## src/rtl/wb_stage_nlane_if.sv

```systemverilog
// +--------------------------------------------------------------------------+
// | wb_stage_nlane_if : completion-in / writeback-out bundle of wb_stage_nlane |
// | Revision: 1.0                                                            |
// +--------------------------------------------------------------------------+
`default_nettype none

interface wb_stage_nlane_if #(
    parameter int LANES = 2,
    parameter int XLEN  = 64,
    parameter int ILEN  = 32,
    parameter int SID_W = 4
);
    logic [LANES-1:0]           wb_valid_i;
    logic [LANES*5-1:0]         wb_rd_i;
    logic [LANES*XLEN-1:0]      wb_value_i;
    logic [LANES*ILEN-1:0]      wb_inst_i;
    logic [LANES*(SID_W+1)-1:0] wb_sid_i;
    logic [LANES-1:0]           wb_redirect_i;
    logic [LANES*XLEN-1:0]      wb_redirect_pc_i;
    logic                       flush_i;

    logic [LANES-1:0]           wb_valid_o;
    logic [LANES*5-1:0]         wb_rd_o;
    logic [LANES*XLEN-1:0]      wb_value_o;
    logic [LANES*ILEN-1:0]      wb_inst_o;
    logic [LANES*(SID_W+1)-1:0] wb_sid_o;
    logic                       redirect_o;
    logic [XLEN-1:0]            redirect_pc_o;
    logic [SID_W:0]             redirect_sid_o;
    logic [2:0]                 wb_count_o;

    modport slave (
        input  wb_valid_i, wb_rd_i, wb_value_i, wb_inst_i, wb_sid_i,
               wb_redirect_i, wb_redirect_pc_i, flush_i,
        output wb_valid_o, wb_rd_o, wb_value_o, wb_inst_o, wb_sid_o,
               redirect_o, redirect_pc_o, redirect_sid_o, wb_count_o
    );

    modport master (
        output wb_valid_i, wb_rd_i, wb_value_i, wb_inst_i, wb_sid_i,
               wb_redirect_i, wb_redirect_pc_i, flush_i,
        input  wb_valid_o, wb_rd_o, wb_value_o, wb_inst_o, wb_sid_o,
               redirect_o, redirect_pc_o, redirect_sid_o, wb_count_o
    );
endinterface

`default_nettype wire

```

## src/rtl/wb_stage_nlane.sv

```systemverilog
// +--------------------------------------------------------------------------+
// | wb_stage_nlane : N-lane writeback register with oldest-first redirect     |
// | Revision: 1.0                                                            |
// +--------------------------------------------------------------------------+
`default_nettype none

module wb_stage_nlane #(
    parameter int LANES       = 2,
    parameter int XLEN        = 64,
    parameter int ILEN        = 32,
    parameter int SID_W       = 4,
    parameter int REDIRECT_EN = 1
) (
    input  logic              clk,
    input  logic              rst_n,
    wb_stage_nlane_if.slave   bus
);
    localparam int SW     = SID_W + 1;
    localparam bit RDR_EN = (REDIRECT_EN != 0);

    typedef enum logic [0:0] {
        NORMAL = 1'b0,
        SQUASH = 1'b1
    } state_e;

    state_e                     state_q, state_d;
    logic [LANES-1:0]           valid_q;
    logic [2:0]                 count_q;
    logic                       redirect_q;
    logic [XLEN-1:0]            rpc_q;
    logic [SW-1:0]              rsid_q;
    logic [LANES-1:0][4:0]      rd_q;
    logic [LANES-1:0][XLEN-1:0] value_q;
    logic [LANES-1:0][ILEN-1:0] inst_q;
    logic [LANES-1:0][SW-1:0]   sid_q;

    logic [LANES-1:0][SW-1:0]   w_sid;
    logic [LANES-1:0][XLEN-1:0] w_pc;
    logic [LANES-1:0]           w_pre;
    logic [LANES-1:0]           w_keep;
    logic                       w_found;
    logic [SW-1:0]              w_best_sid;
    logic [XLEN-1:0]            w_best_pc;
    logic [2:0]                 w_cnt;

    // Wrap-aware age compare: a is older than b.
    function automatic logic older(input logic [SW-1:0] a, input logic [SW-1:0] b);
        if (a[SW-1] == b[SW-1]) return a[SW-2:0] < b[SW-2:0];
        else                    return a[SW-2:0] > b[SW-2:0];
    endfunction

    generate
        for (genvar k = 0; k < LANES; k++) begin : g_lane
            assign w_sid[k] = bus.wb_sid_i[k*SW +: SW];
            assign w_pc[k]  = bus.wb_redirect_pc_i[k*XLEN +: XLEN];
        end
    endgenerate

    always_comb begin
        w_pre      = '0;
        w_keep     = '0;
        w_found    = 1'b0;
        w_best_sid = '0;
        w_best_pc  = '0;
        w_cnt      = '0;
        state_d    = state_q;

        // Filter against the pre-flush state, even in the flush cycle.
        for (int k = 0; k < LANES; k++) begin
            w_pre[k] = bus.wb_valid_i[k] &&
                       !(RDR_EN && state_q == SQUASH && older(rsid_q, w_sid[k]));
        end

        // Strict compare keeps the lowest index on an (illegal) age tie.
        for (int k = 0; k < LANES; k++) begin
            if (RDR_EN && w_pre[k] && bus.wb_redirect_i[k] &&
                (!w_found || older(w_sid[k], w_best_sid))) begin
                w_found    = 1'b1;
                w_best_sid = w_sid[k];
                w_best_pc  = w_pc[k];
            end
        end

        for (int k = 0; k < LANES; k++) begin
            w_keep[k] = w_pre[k] && !(w_found && older(w_best_sid, w_sid[k]));
            w_cnt     = w_cnt + 3'(w_keep[k]);
        end

        if (w_found)
            state_d = SQUASH;
        else if (state_q == SQUASH && bus.flush_i)
            state_d = NORMAL;
    end

    always_ff @(posedge clk or negedge rst_n) begin
        if (!rst_n) begin
            state_q    <= NORMAL;
            valid_q    <= '0;
            count_q    <= '0;
            redirect_q <= 1'b0;
            rpc_q      <= '0;
            rsid_q     <= '0;
        end else begin
            state_q    <= state_d;
            valid_q    <= w_keep;
            count_q    <= w_cnt;
            redirect_q <= w_found;
            if (w_found) begin
                rpc_q  <= w_best_pc;
                rsid_q <= w_best_sid;
            end
        end
    end

    // Payload needs no reset; it is qualified by valid_q downstream.
    always_ff @(posedge clk) begin
        for (int k = 0; k < LANES; k++) begin
            if (bus.wb_valid_i[k]) begin
                rd_q[k]    <= bus.wb_rd_i[k*5 +: 5];
                value_q[k] <= bus.wb_value_i[k*XLEN +: XLEN];
                inst_q[k]  <= bus.wb_inst_i[k*ILEN +: ILEN];
                sid_q[k]   <= w_sid[k];
            end
        end
    end

    assign bus.wb_valid_o     = valid_q;
    assign bus.wb_count_o     = count_q;
    assign bus.wb_rd_o        = rd_q;
    assign bus.wb_value_o     = value_q;
    assign bus.wb_inst_o      = inst_q;
    assign bus.wb_sid_o       = sid_q;
    assign bus.redirect_o     = redirect_q & RDR_EN;
    assign bus.redirect_pc_o  = rpc_q;
    assign bus.redirect_sid_o = rsid_q;
endmodule

`default_nettype wire

```

## src/flat_wrapper.sv

```systemverilog
// flat-port wrapper written by rule: the top's interface ports become plain ports
module wb_stage_nlane_flat 
#(
    parameter int LANES       = 2,
    parameter int XLEN        = 64,
    parameter int ILEN        = 32,
    parameter int SID_W       = 4,
    parameter int REDIRECT_EN = 1
)
  (clk, rst_n, bus_wb_valid_i, bus_wb_rd_i, bus_wb_value_i, bus_wb_inst_i, bus_wb_sid_i, bus_wb_redirect_i, bus_wb_redirect_pc_i, bus_flush_i, bus_wb_valid_o, bus_wb_rd_o, bus_wb_value_o, bus_wb_inst_o, bus_wb_sid_o, bus_redirect_o, bus_redirect_pc_o, bus_redirect_sid_o, bus_wb_count_o);
  wb_stage_nlane_if #(.LANES(LANES), .XLEN(XLEN), .ILEN(ILEN), .SID_W(SID_W)) bus_i ();
  input  logic clk;
  input  logic rst_n;
  input wire logic [$bits(bus_i.wb_valid_i)-1:0] bus_wb_valid_i;
  input wire logic [$bits(bus_i.wb_rd_i)-1:0] bus_wb_rd_i;
  input wire logic [$bits(bus_i.wb_value_i)-1:0] bus_wb_value_i;
  input wire logic [$bits(bus_i.wb_inst_i)-1:0] bus_wb_inst_i;
  input wire logic [$bits(bus_i.wb_sid_i)-1:0] bus_wb_sid_i;
  input wire logic [$bits(bus_i.wb_redirect_i)-1:0] bus_wb_redirect_i;
  input wire logic [$bits(bus_i.wb_redirect_pc_i)-1:0] bus_wb_redirect_pc_i;
  input wire logic [$bits(bus_i.flush_i)-1:0] bus_flush_i;
  output wire logic [$bits(bus_i.wb_valid_o)-1:0] bus_wb_valid_o;
  output wire logic [$bits(bus_i.wb_rd_o)-1:0] bus_wb_rd_o;
  output wire logic [$bits(bus_i.wb_value_o)-1:0] bus_wb_value_o;
  output wire logic [$bits(bus_i.wb_inst_o)-1:0] bus_wb_inst_o;
  output wire logic [$bits(bus_i.wb_sid_o)-1:0] bus_wb_sid_o;
  output wire logic [$bits(bus_i.redirect_o)-1:0] bus_redirect_o;
  output wire logic [$bits(bus_i.redirect_pc_o)-1:0] bus_redirect_pc_o;
  output wire logic [$bits(bus_i.redirect_sid_o)-1:0] bus_redirect_sid_o;
  output wire logic [$bits(bus_i.wb_count_o)-1:0] bus_wb_count_o;
  assign bus_i.wb_valid_i = bus_wb_valid_i;
  assign bus_i.wb_rd_i = bus_wb_rd_i;
  assign bus_i.wb_value_i = bus_wb_value_i;
  assign bus_i.wb_inst_i = bus_wb_inst_i;
  assign bus_i.wb_sid_i = bus_wb_sid_i;
  assign bus_i.wb_redirect_i = bus_wb_redirect_i;
  assign bus_i.wb_redirect_pc_i = bus_wb_redirect_pc_i;
  assign bus_i.flush_i = bus_flush_i;
  assign bus_wb_valid_o = bus_i.wb_valid_o;
  assign bus_wb_rd_o = bus_i.wb_rd_o;
  assign bus_wb_value_o = bus_i.wb_value_o;
  assign bus_wb_inst_o = bus_i.wb_inst_o;
  assign bus_wb_sid_o = bus_i.wb_sid_o;
  assign bus_redirect_o = bus_i.redirect_o;
  assign bus_redirect_pc_o = bus_i.redirect_pc_o;
  assign bus_redirect_sid_o = bus_i.redirect_sid_o;
  assign bus_wb_count_o = bus_i.wb_count_o;
  wb_stage_nlane #(.LANES(LANES), .XLEN(XLEN), .ILEN(ILEN), .SID_W(SID_W), .REDIRECT_EN(REDIRECT_EN)) u_core (.clk(clk), .rst_n(rst_n), .bus(bus_i));
endmodule
```

## config.mk

```make
export PLATFORM = sky130hd
export DESIGN_NAME = wb_stage_nlane_flat
export DESIGN_NICKNAME = d
export VERILOG_FILES = /design/src/rtl/wb_stage_nlane_if.sv /design/src/rtl/wb_stage_nlane.sv /design/src/flat_wrapper.sv
export SDC_FILE = /design/constraint.sdc
export NUM_CORES = 1
export LEC_CHECK = 0
export ABC_AREA = 0
export BUFFER_PORTS_ARGS = -buffer_cell sky130_fd_sc_hd__buf_2
export CAP_MARGIN = 10
export CORE_AREA = 2 2 250 252
export CTS_CLUSTER_DIAMETER = 40
export DETAILED_ROUTE_END_ITERATION = 12
export DIE_AREA = 0 0 252 254
export GPL_TIMING_DRIVEN = 0
export PLACE_DENSITY = 0.4
export SYNTH_ARGS = -nofsm -noshare
export SYNTH_HDL_FRONTEND = slang
export SYNTH_SLANG_ARGS = --single-unit
```

## constraint.sdc

```tcl
create_clock -name clk -period 5.4 [get_ports clk]
set_input_delay 0.27 -clock clk [delete_from_list [all_inputs] [get_ports clk]]
set_output_delay 0.27 -clock clk [all_outputs]
set_load 0.005 [all_outputs]
```

==> out/metrics.yaml <==
p_clk_share_pct: 42.5
final-setup-viol-count: 0
placementRows: 91
drc: 0
pre_cts_slack_ps: -1954
yosys.area_share.xor_xnor_pct: 0.2334
synthSimpleGateAreaFrac_pct: 6.290
syn_area_mm2: 0.01126
power_leakage_nw: 9.028
cp_max_fo: 6
cts.path.max_buffers: 3
synth_compound_area_share_pct: 15.16
fin_crit_ps: 5143
rsz0062_at_grt: "no"
reg2reg_from: "u_core.bus.redirect_sid_o[1]"
multi_input_area_mm2: 0.002947
ys_ff_latch: 287
synth_flop_cell: "edfxtp_1"
yosys.area.top_type: "edfxtp_1"
ys_warn_count: 0
tightest_slew_ps: 954.1
seqCellArea_mm2: 0.008244
drv_cap: 0
synthMuxAreaShare_pct: 0.1889
relSlewSlack_pct: 35.96
status: "finished clean"
first_iter_violations: 558
cp_slowest_cell: "dfrtp_1"
ant_nets: 0
layout_setup_ws_ps: 257.1
crit_start: "u_core.bus.redirect_sid_o[1]"
total_power_mw: 9.539
ys_seq_area_share_pct: 73.21
start_util_pct: 18.38
cp-start-kind: "flip-flop"
synth_edf_count: 212
synth_fp_nets: 1090
core-area_mm2: 0.06126
p_seq_share_pct: 31.2
avgSynthCellArea_um2: 15.59
switching_share_pct: 29.13
vias_per_cell: 4.066
grt_pass1_vias: 11414
hold_viol: 0
power_frac_comb_pct: 26.3
cts_tree: "built"
fill_cells: 6149
ys_types: 48
fin_nets: 2151
fp.dieH_um: 254
cellPowerDensity_mw_per_mm2: 441.7
clock_skew_ps: 17.95
cpMostUsedCell: "ha_4"
final_max_slew_viol_count: 0
p_int_mw: 6.761
die_w_um: 252
hold_class: "in -> reg"
grt_usage_pct: 15.16
synth_top_area_share_pct: 56.54
period_share_pct: 95.24
finalWirelength_um: 50760
dieArea_mm2: 0.06401
route.vias.total: 10689
io_buffers: 632
dr.pass1.iters: 6
cp_data_required_time_ps: 5880
antenna_found_initial: 7
grt_max_degree: 70
wl_per_cell_um: 19.31
critPathBufInv: 2
yosys-top-cells-area: "edfxtp_1 57%, dfrtp_1 17%, a211oi_2 7.4%, a311oi_1 5.2%, nor2_1 4.6%"
async_flop_share_pct: 26.13
cp_slowest_stage_delay_ps: 410
power_switching_mw: 2.778
grt_pass1_wl_um: 72560
dp_hpwl_um: 36700
finalWeightedCongestion: 0.7835
cts-root-buf: "clkbuf_16"
vdd_drop_max_v: 0.0002544
clock_sinks: 287
synth_top_family_by_area: "compound AO/OA/AOI/OAI gates"
io_pins: 634
critPathCaptureType: "flip-flop"
h-tree-depth: 2
crit_family: "compound AO/OA/AOI/OAI gates"
hold_path_startpoint: "bus_wb_sid_i[5]"
clock.fmax_mhz: 194.4
clkTransAtPathRegs_ps: 50
drive_gt1_share_pct: 48.39
yosysMostFrequentCell: "edfxtp_1"
path_class: "reg -> reg"
insertion_delay_ps: 600
cts_made_buffers: 61
syn2layout_area_growth_pct: 91.80
crit_arrival_ps: 5620
synth_fa_ha_area_share_pct: 2.334
synth_common_cells: "212 x edfxtp_1, 138 x nor2_1, 75 x dfrtp_1, 67 x a211oi_2, 67 x a311oi_1"
synthCells: 722
grt_overflow_total: 0
[timing repair]
action	CTS	global route
endpoints found under the hold margin	303	0
hold buffers	335	0
pin swaps	13	16
buffers inserted	20	11
endpoints found under the setup margin	5	3
resized for setup	36	15
[layout make-up]
cell class	count	share of cell area, %
Buffer	51	1.165
Clock buffer	65	7.277
Tap cell	790	4.577
Inverter	11	0.1912
Multi-Input combinational cell	370	13.64
Sequential cell	287	38.18
Clock inverter	50	3.123
Timing Repair Buffer	1001	31.80
Antenna cell	4	0.04635
[power by group through the flow]
stage | clock network (mW) | registers [mW] | logic (mW)
after floorplan | 0 | 3.04 | 0.857
after global placement | 0 | 3.02 | 1.88
after detailed placement | 0 | 3.01 | 1.90
after CTS | 4.15 | 2.97 | 2.51
after global routing | 4.25 | 3.03 | 2.73
final | 4.05 | 2.98 | 2.51
[flip-flops by register name (all words and copies together), names as in the netlist]
register	cells
u_core.bus.wb_value_o	128
u_core.bus.redirect_pc_o	64
u_core.bus.wb_inst_o	64
u_core.bus.wb_rd_o	10
u_core.bus.wb_sid_o	10
u_core.bus.redirect_sid_o	5
u_core.bus.wb_count_o	2
u_core.bus.wb_valid_o	2
u_core.bus.redirect_o	1
u_core.state_q	1
[routing by layer]
layer	track usage [%]	wire length, µm	vias up
li1	-	-	4969
met1	16.79	19070	5173
met2	27.81	26660	457
met3	4.568	3816	86
met4	4.531	1187	4
met5	0	27	-
[worst reg2reg max path: cells and delay by family, from the launching register on]
kind / cells / cell delay (ps)
DFF: 1 / 410
muxes: 1 / 100
AOI/OAI and AO/OA: 12 / 2490
adders and majority gates: 4 / 1000
and+or+nand+nor: 6 / 780
buffers and inverters: 2 / 260
[kinds of logic after synthesis]
family,Yosys count
flops,287
simple gates,172
compound gates,171
buf+inv,65
fa+ha+maj,21
xor+xnor,3
mux,2
other cells,1
[final timing paths]
check                                          endpoint  slack, ps  depth (start not counted)
max                            u_core.bus.wb_count_o[0]        260                         25
min                              u_core.bus.wb_sid_o[5]         50                          1
max reg2reg                    u_core.bus.wb_count_o[0]        260                         25
min reg2reg                              u_core.state_q        570                          1
max in group asynchronous  u_core.bus.redirect_sid_o[2]       4600                          3
min in group asynchronous  u_core.bus.redirect_pc_o[24]        160                          2
[stage by stage]
stage          instances  TNS (ps)  hold slack, ps  instance area [µm²]  utilization, %
3_3_place_gp        2144    -95620           447.6                15410           25.16
4_1_cts             2616         0          0.1734                21460           35.04
2_1_floorplan        722         0          -25.59                11260               -
5_1_grt             2628         0           4.816                21590           35.25
6_report            2629         0           48.29                21600           35.25
3_5_place_dp        2147     -7598           244.7                15510           25.32
[cells in the final DEF (no fill, tap or decap), types with 3 or more instances in the layout]
cell	netlist	layout
buf_2	2	629
dlygate4sd3_1	0	334
edfxtp_1	212	212
nor2_1	138	137
dfrtp_1	75	74
a311oi_1	67	67
a211oi_2	67	67
clkbuf_16	0	61
clkbuf_1	43	42
buf_4	7	38
ha_1	21	13
inv_1	11	11
bufinv_16	0	11
inv_6	0	11
ha_4	0	8
clkinvlp_4	0	8
a21oi_1	8	6
nand2_1	10	6
clkinv_4	0	6
nand4_1	5	5
clkinv_2	0	5
inv_8	0	5
diode_2	0	4
a21o_1	4	4
nor2b_1	3	3
buf_12	0	3
nand2_2	0	3
nand2b_1	3	3
o21ai_0	5	3
clkbuf_8	0	3
buf_6	2	3
buf_16	0	3
Note: power is estimated with default switching activity, not from simulation.
